File: src/rtl/firebird7_in_gate1_tessent_tdr_w3_ctl_pkg.sv
// Shared types and helpers for the gate1 IJTAG test data registers.
// Holds the TDR operation decode used by this block and its sibling TDRs.
package firebird7_in_gate1_tdr_pkg;

  localparam int unsigned TDR_DATA_WIDTH = 3;
  localparam int unsigned SEL_BIT        = TDR_DATA_WIDTH;

  typedef enum logic [1:0] {
    OP_IDLE,
    OP_CAPTURE,
    OP_SHIFT
  } tdr_op_e;

  // Capture has priority over shift; nothing happens unless the TDR is selected.
  function automatic tdr_op_e decode_op(input logic sel, input logic ce, input logic se);
    tdr_op_e op;
    op = OP_IDLE;
    if (sel) begin
      if (ce)      op = OP_CAPTURE;
      else if (se) op = OP_SHIFT;
    end
    return op;
  endfunction

endpackage

File: src/rtl/firebird7_in_gate1_tessent_tdr_w3_ctl_if.sv
// IJTAG access bundle between the host network/mux and one gate1 TDR.
// The master is the host side; the slave is the TDR itself.
interface firebird7_in_gate1_tessent_tdr_w3_ctl_if #(
  parameter int unsigned DATA_WIDTH = 3
);

  logic                  ijtag_sel;
  logic                  ijtag_ce;
  logic                  ijtag_se;
  logic                  ijtag_ue;
  logic                  ijtag_si;
  logic                  ijtag_so;
  logic [DATA_WIDTH-1:0] capture_data_in;
  logic                  ijtag_select;
  logic [DATA_WIDTH-1:0] ijtag_data_out;

  modport master (
    output ijtag_sel, ijtag_ce, ijtag_se, ijtag_ue, ijtag_si, capture_data_in,
    input  ijtag_so, ijtag_select, ijtag_data_out
  );

  modport slave (
    input  ijtag_sel, ijtag_ce, ijtag_se, ijtag_ue, ijtag_si, capture_data_in,
    output ijtag_so, ijtag_select, ijtag_data_out
  );

endinterface

File: src/rtl/firebird7_in_gate1_tessent_tdr_w3_ctl_shadow.sv
// Update (shadow) register for IJTAG TDRs: async reset, load on enable.
// Shared with the sibling TDRs in the gate1 instrument.
module firebird7_in_gate1_tdr_shadow #(
  parameter int unsigned          WIDTH       = 4,
  parameter logic [WIDTH-1:0]     RESET_VALUE = '0
) (
  input  logic             clk,
  input  logic             rst,
  input  logic             load_i,
  input  logic [WIDTH-1:0] d_i,
  output logic [WIDTH-1:0] q_o
);

  logic [WIDTH-1:0] shadow_q;
  logic [WIDTH-1:0] shadow_d;

  always_comb begin
    shadow_d = shadow_q;
    if (load_i) shadow_d = d_i;
  end

  always_ff @(posedge clk or posedge rst) begin
    if (rst) shadow_q <= RESET_VALUE;
    else     shadow_q <= shadow_d;
  end

  assign q_o = shadow_q;

endmodule

File: src/rtl/firebird7_in_gate1_tessent_tdr_w3_ctl.sv
// IJTAG TDR driving the gate1 width-3 mux select/data and observing its output.
// Chain is {select, data}; scan-out is the chain LSB.
module firebird7_in_gate1_tessent_tdr_w3_ctl
  import firebird7_in_gate1_tdr_pkg::*;
#(
  parameter int unsigned DATA_WIDTH   = TDR_DATA_WIDTH,
  parameter logic        RESET_SELECT = 1'b0
) (
  input  logic                                  ijtag_tck,
  input  logic                                  ijtag_reset,
  firebird7_in_gate1_tessent_tdr_w3_ctl_if.slave tdr
);

  localparam logic [DATA_WIDTH:0] SHADOW_RESET = {RESET_SELECT, {DATA_WIDTH{1'b0}}};

  logic [DATA_WIDTH:0] shift_q;
  logic [DATA_WIDTH:0] shift_d;
  logic [DATA_WIDTH:0] shadow_q;
  logic                update_en;

  always_comb begin
    shift_d = shift_q;
    unique case (decode_op(tdr.ijtag_sel, tdr.ijtag_ce, tdr.ijtag_se))
      OP_CAPTURE: shift_d = {shadow_q[DATA_WIDTH], tdr.capture_data_in};
      OP_SHIFT:   shift_d = {tdr.ijtag_si, shift_q[DATA_WIDTH:1]};
      default:    shift_d = shift_q;
    endcase
  end

  always_ff @(posedge ijtag_tck or posedge ijtag_reset) begin
    if (ijtag_reset) shift_q <= '0;
    else             shift_q <= shift_d;
  end

  // Update loads the pre-edge chain, so it composes with a same-edge capture/shift.
  assign update_en = tdr.ijtag_sel & tdr.ijtag_ue;

  firebird7_in_gate1_tdr_shadow #(
    .WIDTH       (DATA_WIDTH + 1),
    .RESET_VALUE (SHADOW_RESET)
  ) u_shadow (
    .clk    (ijtag_tck),
    .rst    (ijtag_reset),
    .load_i (update_en),
    .d_i    (shift_q),
    .q_o    (shadow_q)
  );

  assign tdr.ijtag_so       = shift_q[0];
  assign tdr.ijtag_select   = shadow_q[DATA_WIDTH];
  assign tdr.ijtag_data_out = shadow_q[DATA_WIDTH-1:0];

endmodule

File: src/flat_wrapper.sv
// flat-port wrapper written by rule: the top's interface ports become plain ports
module firebird7_in_gate1_tessent_tdr_w3_ctl_flat import firebird7_in_gate1_tdr_pkg::*;
#(
  parameter int unsigned DATA_WIDTH   = TDR_DATA_WIDTH,
  parameter logic        RESET_SELECT = 1'b0
)
  (ijtag_tck, ijtag_reset, tdr_ijtag_sel, tdr_ijtag_ce, tdr_ijtag_se, tdr_ijtag_ue, tdr_ijtag_si, tdr_capture_data_in, tdr_ijtag_so, tdr_ijtag_select, tdr_ijtag_data_out);
  firebird7_in_gate1_tessent_tdr_w3_ctl_if #(.DATA_WIDTH(DATA_WIDTH)) tdr_i ();
  input  logic ijtag_tck;
  input  logic ijtag_reset;
  input wire logic [$bits(tdr_i.ijtag_sel)-1:0] tdr_ijtag_sel;
  input wire logic [$bits(tdr_i.ijtag_ce)-1:0] tdr_ijtag_ce;
  input wire logic [$bits(tdr_i.ijtag_se)-1:0] tdr_ijtag_se;
  input wire logic [$bits(tdr_i.ijtag_ue)-1:0] tdr_ijtag_ue;
  input wire logic [$bits(tdr_i.ijtag_si)-1:0] tdr_ijtag_si;
  input wire logic [$bits(tdr_i.capture_data_in)-1:0] tdr_capture_data_in;
  output wire logic [$bits(tdr_i.ijtag_so)-1:0] tdr_ijtag_so;
  output wire logic [$bits(tdr_i.ijtag_select)-1:0] tdr_ijtag_select;
  output wire logic [$bits(tdr_i.ijtag_data_out)-1:0] tdr_ijtag_data_out;
  assign tdr_i.ijtag_sel = tdr_ijtag_sel;
  assign tdr_i.ijtag_ce = tdr_ijtag_ce;
  assign tdr_i.ijtag_se = tdr_ijtag_se;
  assign tdr_i.ijtag_ue = tdr_ijtag_ue;
  assign tdr_i.ijtag_si = tdr_ijtag_si;
  assign tdr_i.capture_data_in = tdr_capture_data_in;
  assign tdr_ijtag_so = tdr_i.ijtag_so;
  assign tdr_ijtag_select = tdr_i.ijtag_select;
  assign tdr_ijtag_data_out = tdr_i.ijtag_data_out;
  firebird7_in_gate1_tessent_tdr_w3_ctl #(.DATA_WIDTH(DATA_WIDTH), .RESET_SELECT(RESET_SELECT)) u_core (.ijtag_tck(ijtag_tck), .ijtag_reset(ijtag_reset), .tdr(tdr_i));
endmodule
File: config.mk
export PLATFORM = sky130hd
export DESIGN_NAME = firebird7_in_gate1_tessent_tdr_w3_ctl_flat
export DESIGN_NICKNAME = d
export VERILOG_FILES = /design/src/rtl/firebird7_in_gate1_tessent_tdr_w3_ctl_pkg.sv /design/src/rtl/firebird7_in_gate1_tessent_tdr_w3_ctl_if.sv /design/src/rtl/firebird7_in_gate1_tessent_tdr_w3_ctl_shadow.sv /design/src/rtl/firebird7_in_gate1_tessent_tdr_w3_ctl.sv /design/src/flat_wrapper.sv
export SDC_FILE = /design/constraint.sdc
export NUM_CORES = 1
export LEC_CHECK = 0
export ABC_AREA = 1
export CAP_MARGIN = 20
export CORE_AREA = 8 8 45 47
export DETAILED_ROUTE_END_ITERATION = 6
export DIE_AREA = 0 0 53 55
export PLACE_DENSITY = 0.62
export RECOVER_POWER = 25
export SKIP_CTS_REPAIR_TIMING = 1
export SYNTH_ARGS = -nofsm -noshare
export SYNTH_HDL_FRONTEND = slang
export SYNTH_SLANG_ARGS = --single-unit
File: constraint.sdc
create_clock -name ijtag_tck -period 1.6 [get_ports ijtag_tck]
set_input_delay 0.32 -clock ijtag_tck [delete_from_list [all_inputs] [get_ports ijtag_tck]]
set_output_delay 0.32 -clock ijtag_tck [all_outputs]
set_load 0.02 [all_outputs]
==> results of run 1 <==
synth_stat cells:
library cell / instances / area, um^2
sky130_fd_sc_hd__dfrtp_1: 8 / 200
sky130_fd_sc_hd__ha_1: 1 / 12.5
sky130_fd_sc_hd__inv_1: 10 / 37.5
sky130_fd_sc_hd__inv_2: 1 / 3.75
sky130_fd_sc_hd__nand2_1: 23 / 86.3
sky130_fd_sc_hd__nand2_2: 1 / 6.26
sky130_fd_sc_hd__nand3_1: 5 / 25.0
sky130_fd_sc_hd__nor2_1: 1 / 3.75
sky130_fd_sc_hd__o21ai_1: 2 / 10.0
sky130_fd_sc_hd__o21ai_2: 1 / 8.76
kinds of logic (layout without fill, tap and decap cells):
kind of cell | Yosys count | in the layout | synth area share
adders and majority gates | 1 | 1 | 0.0317
DFF | 8 | 8 | 0.508
AOI/OAI and AO/OA | 3 | 3 | 0.0476
and+or+nand+nor | 30 | 30 | 0.308
buffers and inverters | 11 | 29 | 0.105
layout make-up:
type                    instances  share of cell area
well taps                      16              0.0340
clock buffers                   3              0.0382
repair buffers                 15               0.259
multi-input cells              34               0.259
flip-flops and latches          8               0.340
inverters                      11              0.0701
how the worst max path moves through the flow:
stage | start | end | slack, ns | cells after the start
finish | u_core.u_shadow.q_o[2]$_DFFE_PP0P_ | tdr_ijtag_data_out[2] | 0.08 | 1
global route | u_core.u_shadow.q_o[2]$_DFFE_PP0P_ | tdr_ijtag_data_out[2] | 0.04 | 1
CTS | u_core.shift_q[0]$_DFFE_PP0P_ | tdr_ijtag_so | 0.02 | 1
detailed placement | tdr_ijtag_sel | u_core.shift_q[0]$_DFFE_PP0P_ | 0.006 | 6
global placement | tdr_ijtag_sel | u_core.shift_q[0]$_DFFE_PP0P_ | 0.002 | 6
floorplan | tdr_ijtag_se | u_core.shift_q[0]$_DFFE_PP0P_ | 0.57 | 6
state kept, by name, indices dropped and copies added (netlist names):
name	cells
u_core.shift_q	4
u_core.u_shadow.q_o	4
per-layer routing:
layer | global-route usage | vias up | routed length, um
li1 | - | 194 | -
met1 | 0.0744 | 142 | 380
met2 | 0.0859 | 13 | 329
met3 | 0.0267 | 4 | 70
met4 | 0.0905 | 0 | 44
met5 | 0 | - | 0
through the flow:
step	utilization	hold WS (ns)	setup WS (ns)	power (mW)
6_report	0.426	0.455	0.0828	0.612
5_1_grt	0.426	0.472	0.0368	0.661
4_1_cts	0.422	0.325	0.0199	0.629
3_5_place_dp	0.406	0.458	0.00584	0.473
3_3_place_gp	0.406	0.456	0.00192	0.469
2_1_floorplan	-	0.136	0.569	0.376
report_power, final:
group	switching [mW]	total (mW)	internal (mW)
registers	0.0237	0.269	0.245
logic	0.0985	0.192	0.0940
clock network	0.0653	0.151	0.0856
cells in the final DEF, fill, tap and decap left out, types with 2 or more instances in the layout:
cell type / count
sky130_fd_sc_hd__dlymetal6s2s_1: 2
sky130_fd_sc_hd__clkdlybuf4s50_1: 11
sky130_fd_sc_hd__clkbuf_4: 3
sky130_fd_sc_hd__o21ai_1: 2
sky130_fd_sc_hd__inv_1: 10
sky130_fd_sc_hd__dfrtp_1: 8
sky130_fd_sc_hd__nand3_1: 5
sky130_fd_sc_hd__nand2_1: 23
==> flow_results.org, run 1 <==
** Outcome
- The flow ran to the end, and the final reports show no timing, DRC or antenna violations.

** Timing
- For the final routed database, the setup TNS stands at 0 ns.
- Minimum clock period :: 1.52 ns
- The worst pin sits at a relative slew slack of 0.796.
- RSZ-0062 raised after global routing :: no
- Between clock sinks in the finished design, the worst skew comes to 0.000343 ns.
- Setup violations remaining at the end of the flow were counted as 0.
- Transition at the pin with the smallest max-transition slack :: 0.306 ns
- Final worst path period share :: 0.948
- Static timing analysis puts the maximum clock frequency at 0.659 GHz.
- The final-report max-slew violation count was 0.
- Hold Fails Final Rpt :: 0

** CTS
- TritonCTS built the clock tree.
- Root Driver :: sky130_fd_sc_hd__clkbuf_4
- H-tree levels :: 1
- The clock net in this run drives a total of 8 sinks.
- Counting along the longest clock path gives a buffer depth of 2.
- The later pin in the worst-skew pair is clocked with a latency of around 0.25 ns.
- Clock tree synthesis inserted a total of 3 buffers.
- After clock tree synthesis, the clock-pin slew on the worst setup and hold paths is about 0.050 ns.

** Setup path
- Number of buffer and inverter stages on the critical path :: 1
- The startpoint identified for the worst register-to-register timing path is u_core.shift_q[3]$_DFFE_PP0P_.
- On the worst path, the slowest cell contributes a delay of 0.60 ns.
- Endpoint kind of the worst setup timing path :: output pin
- Data on the critical path is required at its endpoint by ~1.3 ns.
- Arrival time at the worst endpoint :: 1.20 ns
- Largest fanout of any net on the critical path :: 2
- The worst setup path is launched from a flop.
- The number of cells on the worst reg-to-reg path is 4.
- Slack of the worst reg-to-reg path :: 0.86 ns
- Slowest-stage cell, CP :: sky130_fd_sc_hd__clkdlybuf4s50_1
- CP Class :: reg -> out
- Cell chain of the critical path :: clkdlybuf4s50_1
- Critical path's top delay family :: buffers and inverters
- The endpoint identified for the worst register-to-register timing path is u_core.shift_q[2]$_DFFE_PP0P_.

** Placement
- Number of cells after detailed placement :: 84
- After detailed placement, the total cell area comes to 562 um^2.
- The congestion estimate from routability-driven global placement came to roughly 0.77.
- Half-perimeter wire length of the detailed placement result :: 660 um
- Port buffering added 14 buffers.

** Route
- Once detail routing completed, the nets flagged for antenna violations numbered 0.
- Post-DR wirelength/cell :: 9.46 um
- Via-per-instance ratio :: 4.06
- For this block, the via count after detailed routing is ~350.
- After detailed routing, the total wire length is 823 um.
- DRC :: 0
- The first routing iteration left 6 violations.
- Detailed-routing iteration count for the pre-antenna-repair pass :: 2

** Synth
- Post-Synthesis Mean Instance Area :: 7.44 um^2
- Counting distinct cell types in the post-synthesis netlist gives 10.
- Flop and latch count out of synthesis :: 8
- The number of nets handed over by synthesis was 64.
- The share of the Yosys chip area taken by registers is 0.508.
- Cells after synthesis :: 53
- Number of synthesis warnings :: 0
- In this run the cell area of the synthesized design comes to 394 um^2.

** Layout
- Filler cell count :: 154
- The finished layout holds between 80 and 90 standard cells, fillers aside.
- Fraction of final layout cells with drive strength greater than 1 :: 0.0986
- Summing all flip-flop and latch instances after layout gives approximately 200 um^2.
- Synthesis-to-finish area growth :: 49.5%
- Post-route cell area :: 589 um^2
- In the final layout, the multi-input gates occupy 153 um^2.
- Post-layout nets :: 84
- Antenna Cells :: 0

** Floorplan
- After floorplanning, the core was sized to cover about 1400 um^2.
- Row generation in the floorplan step produced 14 rows.
- Ports placed on the boundary :: 15
- Die boundary height :: 55 um
- Horizontal extent of the die :: 53 um
- Initial Utilization :: 0.285
- The floorplan step defined a die boundary enclosing 2920 um^2.

** Pwr
- Worst VDD drop :: 0.000297 V
- The analysis attributes to cell leakage a power of between 0.3 and 0.4 nW.
- In this run the power density over the cells is 1040 nW/um^2.

** Global route
- Initial antenna violation count :: 0
- The number of global-route vias before repair is 328.
- For this run the aggregate overflow at the end of global routing stands at 0.
- Maximum number of pins on one net before global-route repair :: 9
- The first global-routing pass estimated 1360 um of wire.
- Total routing resource utilization after global routing :: 0.0677

** Min path
- Min-Delay Path Class :: in -> async

** Run
- Max capacitance violation total :: 0
(Power assumes the default switching activity.)
==> run 2, diff against run 1 <==
--- a/config.mk
+++ b/config.mk
@@ -10,9 +10,11 @@
 export CORE_AREA = 8 8 45 47
 export DETAILED_ROUTE_END_ITERATION = 6
 export DIE_AREA = 0 0 53 55
-export PLACE_DENSITY = 0.62
+export DONT_BUFFER_PORTS = 1
+export PLACE_DENSITY = 0.47
 export RECOVER_POWER = 25
 export SKIP_CTS_REPAIR_TIMING = 1
+export SLEW_MARGIN = 20
 export SYNTH_ARGS = -nofsm -noshare
 export SYNTH_HDL_FRONTEND = slang
 export SYNTH_SLANG_ARGS = --single-unit
==> run 2 against run 1 <==
Net effect: worst setup slack gained 0.45 ns; register-to-register slack lost 0.08 ns; design area shrank 24%; core utilization shrank 10 points; via count shrank 11%; total power shrank 11%; sequential power grew 15%; critical path type unchanged.
==> flow_results.org, run 2 (synthesized netlist as in run 1, its figures left out) <==
** Timing
- The pin slew with the least headroom to its limit was 0.314 ns (+0.00856 ns).
- Setup repair after global routing left no endpoint under its margin.
- The largest clock skew in the final design came to 0.00461 ns (+0.00427 ns).
- Max Fclk :: 0.936 GHz (+42%)
- The tightest hold margin was 0.209 ns (-0.246 ns).
- The total setup violations reported at the end of the flow came to 0 (unchanged).
- Setup TNS Final :: 0 ns (unchanged)
- Final worst path period share :: 0.667 (-0.281)
- The shortest clock period the worst path allows after layout was 1.07 ns (-0.449 ns).
- The normalized max-slew margin was 0.790 (-0.00571).
- The final-report max-slew violation count is 0 (unchanged).
- The final hold violation count was 0 (unchanged).

** Layout
- The number of inserted filler cells in the final layout is 164 (+6.5%).
- Relative to the synthesized area, the layout overhead comes to 13.3%.
- The final net count was 70 (-17%).
- In the layout the commonest cells are sky130_fd_sc_hd__nand2_1 (23), sky130_fd_sc_hd__inv_1 (10), sky130_fd_sc_hd__dfrtp_1 (8), sky130_fd_sc_hd__nand3_1 (5), sky130_fd_sc_hd__clkbuf_4 (3).
- The number of standard cells in the layout, taps in and fillers out came to 73 (-16%).
- The post-route cell area was 447 um^2 (-24%).
- Leaving out fill and tap cells, the most frequent cell in the layout is sky130_fd_sc_hd__nand2_1.
- Fraction of final layout cells with drive strength greater than 1 :: 0.105 (+0.00667)
- The final antenna diode count came to 0 (unchanged).

** CTS
- Root Driver :: sky130_fd_sc_hd__clkbuf_4
- The depth of the CTS H-tree is 1 (unchanged).
- The maximum clock insertion buffer count came to 2 (unchanged).
- Clock insertion delay at the later pin of the skew report :: 0.25 ns (about the same)
- Sinks on Clock Net :: 8 (unchanged)
- TritonCTS built the clock tree.
- The number of CTS-inserted buffers was 3 (unchanged).
- The CTS clock-pin slew for the worst setup and hold paths is 0.06 ns (about the same).

** Route
- The count of vias placed by the detailed router came to 315 (-11%).
- Via-per-instance ratio :: 4.32 (+6.3%)
- Post-DR wirelength/cell :: 11.5 um (+21%)
- The routed length on met2 is 383 um (+16%).
- Detailed-routing iteration count for the pre-antenna-repair pass :: 3 (+1)
- Met3 layer wire length in the routed design :: 37 um (-47%)
- Total Wirelength :: 836 um (+1.6%)
- The number of design rule violations left after detail routing is 0 (unchanged).
- Initial DRC Count :: 11 (+5)
- The count of antenna-violating nets left after detailed routing is 0 (unchanged).
- The highest layer touched by signal routing is met4.
- The detailed-route wire length on metal 1 was 394 um (+3.7%).

** Pwr
- Part of the power in the clock network :: 0.280 (+0.034)
- Power per unit of standard cell area :: 1230 nW/um^2 (+18%)
- NetSw :: 182 uW (-2.7%)
- Share of total power consumed by net switching :: 0.333 (+0.0270)
- The maximum vdd ir drop was 0.000290 V (-2.4%).
- The internal cell power was 365 uW (-14%).
- Leak pwr :: 0.256 nW (-24%)
- The combinational power share is 0.155 (-0.159).
- Sequential group share of total power :: 0.565 (+0.126)
- The total power consumption of the routed design came to 547 uW (-11%).

** Floorplan
- The initial core utilization came to 0.285 (unchanged).
- Horizontal extent of the die :: 53 um (unchanged)
- The total core area is 1380 um^2 (unchanged).
- The area of the die was 2920 um^2 (unchanged).
- Ports placed on the boundary :: 15 (unchanged)
- The y dimension of the die was 55 um (unchanged).
- Row cnt :: 14 (unchanged)

** Global route
- Number of global-route vias before repair :: 296 (-9.8%)
- The overall routing resource usage is 0.0677 (unchanged).
- The largest net degree at the start of global routing was 9 (unchanged).
- The residual overflow from global routing is 0 (unchanged).
- The first-pass GRT wire length was 1390 um (+2.5%).
- The number of antenna violations at the first check in global routing was 0 (unchanged).

** Placement
- Placed inst area :: 414 um^2 (-26%)
- The number of placed instances, taps included is 69 (-18%).
- The detailed placement HPWL is 682 um (+3.3%).
- Number of buffer cells added on primary ports :: 0 (-14)
- The placer's final routability congestion estimate is 0.712 (-7.8%).

** Outcome
- The run finished with clean final reports.

** Setup path
- The depth of the worst register-to-register path was 4 (unchanged).
- The maximum fanout along the worst path came to 3 (+1).
- Setup crit start :: u_core.shift_q[0]$_DFFE_PP0P_
- Endpoint kind of the worst setup timing path :: output pin
- CP Class :: reg -> out
- The worst register-to-register path begins at u_core.u_shadow.q_o[3]$_DFFE_PP0P_.
- Data required time of the critical path :: 1.28 ns (about the same)
- Number of cells on the critical path :: 0 (-1)
- The data arrival time of the critical path is 0.75 ns (-0.45 ns).
- The worst setup path is launched from a flop.

** Min path
- Along the worst hold path, the cell count comes to 2.
- Launch instance of the worst min-delay path :: tdr_ijtag_ue
- The tightest min-delay check is of the in -> reg type.

** Run
- Max capacitance violation total :: 0 (unchanged)
run 2: cell count changes in the layout (fill, tap and decap cells not counted):
cell                              before  now
sky130_fd_sc_hd__buf_4                 1    0
sky130_fd_sc_hd__clkdlybuf4s50_1      11    0
sky130_fd_sc_hd__o21ai_0               0    1
sky130_fd_sc_hd__dlymetal6s2s_1        2    0
sky130_fd_sc_hd__o21ai_1               2    1
run 2: metrics by stage:
step | worst slack [ns] | utilization
6_report | 0.532 | 0.323
5_1_grt | 0.502 | 0.323
4_1_cts | 0.520 | 0.316
3_5_place_dp | 0.477 | 0.299
3_3_place_gp | 0.472 | 0.299
2_1_floorplan | 0.569 | -
run 2: final cells by class:
type                    count  area [um^2]  share of cell area
inverters                  11         41.3              0.0924
flip-flops and latches      8          200               0.448
repair buffers              1         10.0              0.0224
multi-input cells          34          153               0.342
well taps                  16         20.0              0.0448
clock buffers               3         22.5              0.0504
run 2: routing by layer:
layer / GRT usage / vias up
met5: 0 / -
met4: 0.0776 / 0
met2: 0.0977 / 8
met1: 0.0729 / 138
li1: - / 167
met3: 0.0214 / 2
run 2: power by group through the flow:
stage,registers (mW),logic (mW),clock network [mW]
CTS,0.312,0.0863,0.161
floorplan,0.303,0.0725,0
detailed placement,0.315,0.0864,0
finish,0.309,0.0848,0.153
global route,0.317,0.103,0.176
global placement,0.313,0.0855,0
run 2: worst paths after layout:
path	endpoint	slack [ns]
setup / recovery	tdr_ijtag_so	0.53
max in group asynchronous	u_core.shift_q[3]$_DFFE_PP0P_	0.90
hold reg to reg	u_core.shift_q[3]$_DFFE_PP0P_	0.48
setup reg to reg	u_core.shift_q[3]$_DFFE_PP0P_	0.78
hold / removal	u_core.u_shadow.q_o[0]$_DFFE_PP0P_	0.21
min in group asynchronous	u_core.u_shadow.q_o[0]$_DFFE_PP0P_	0.46
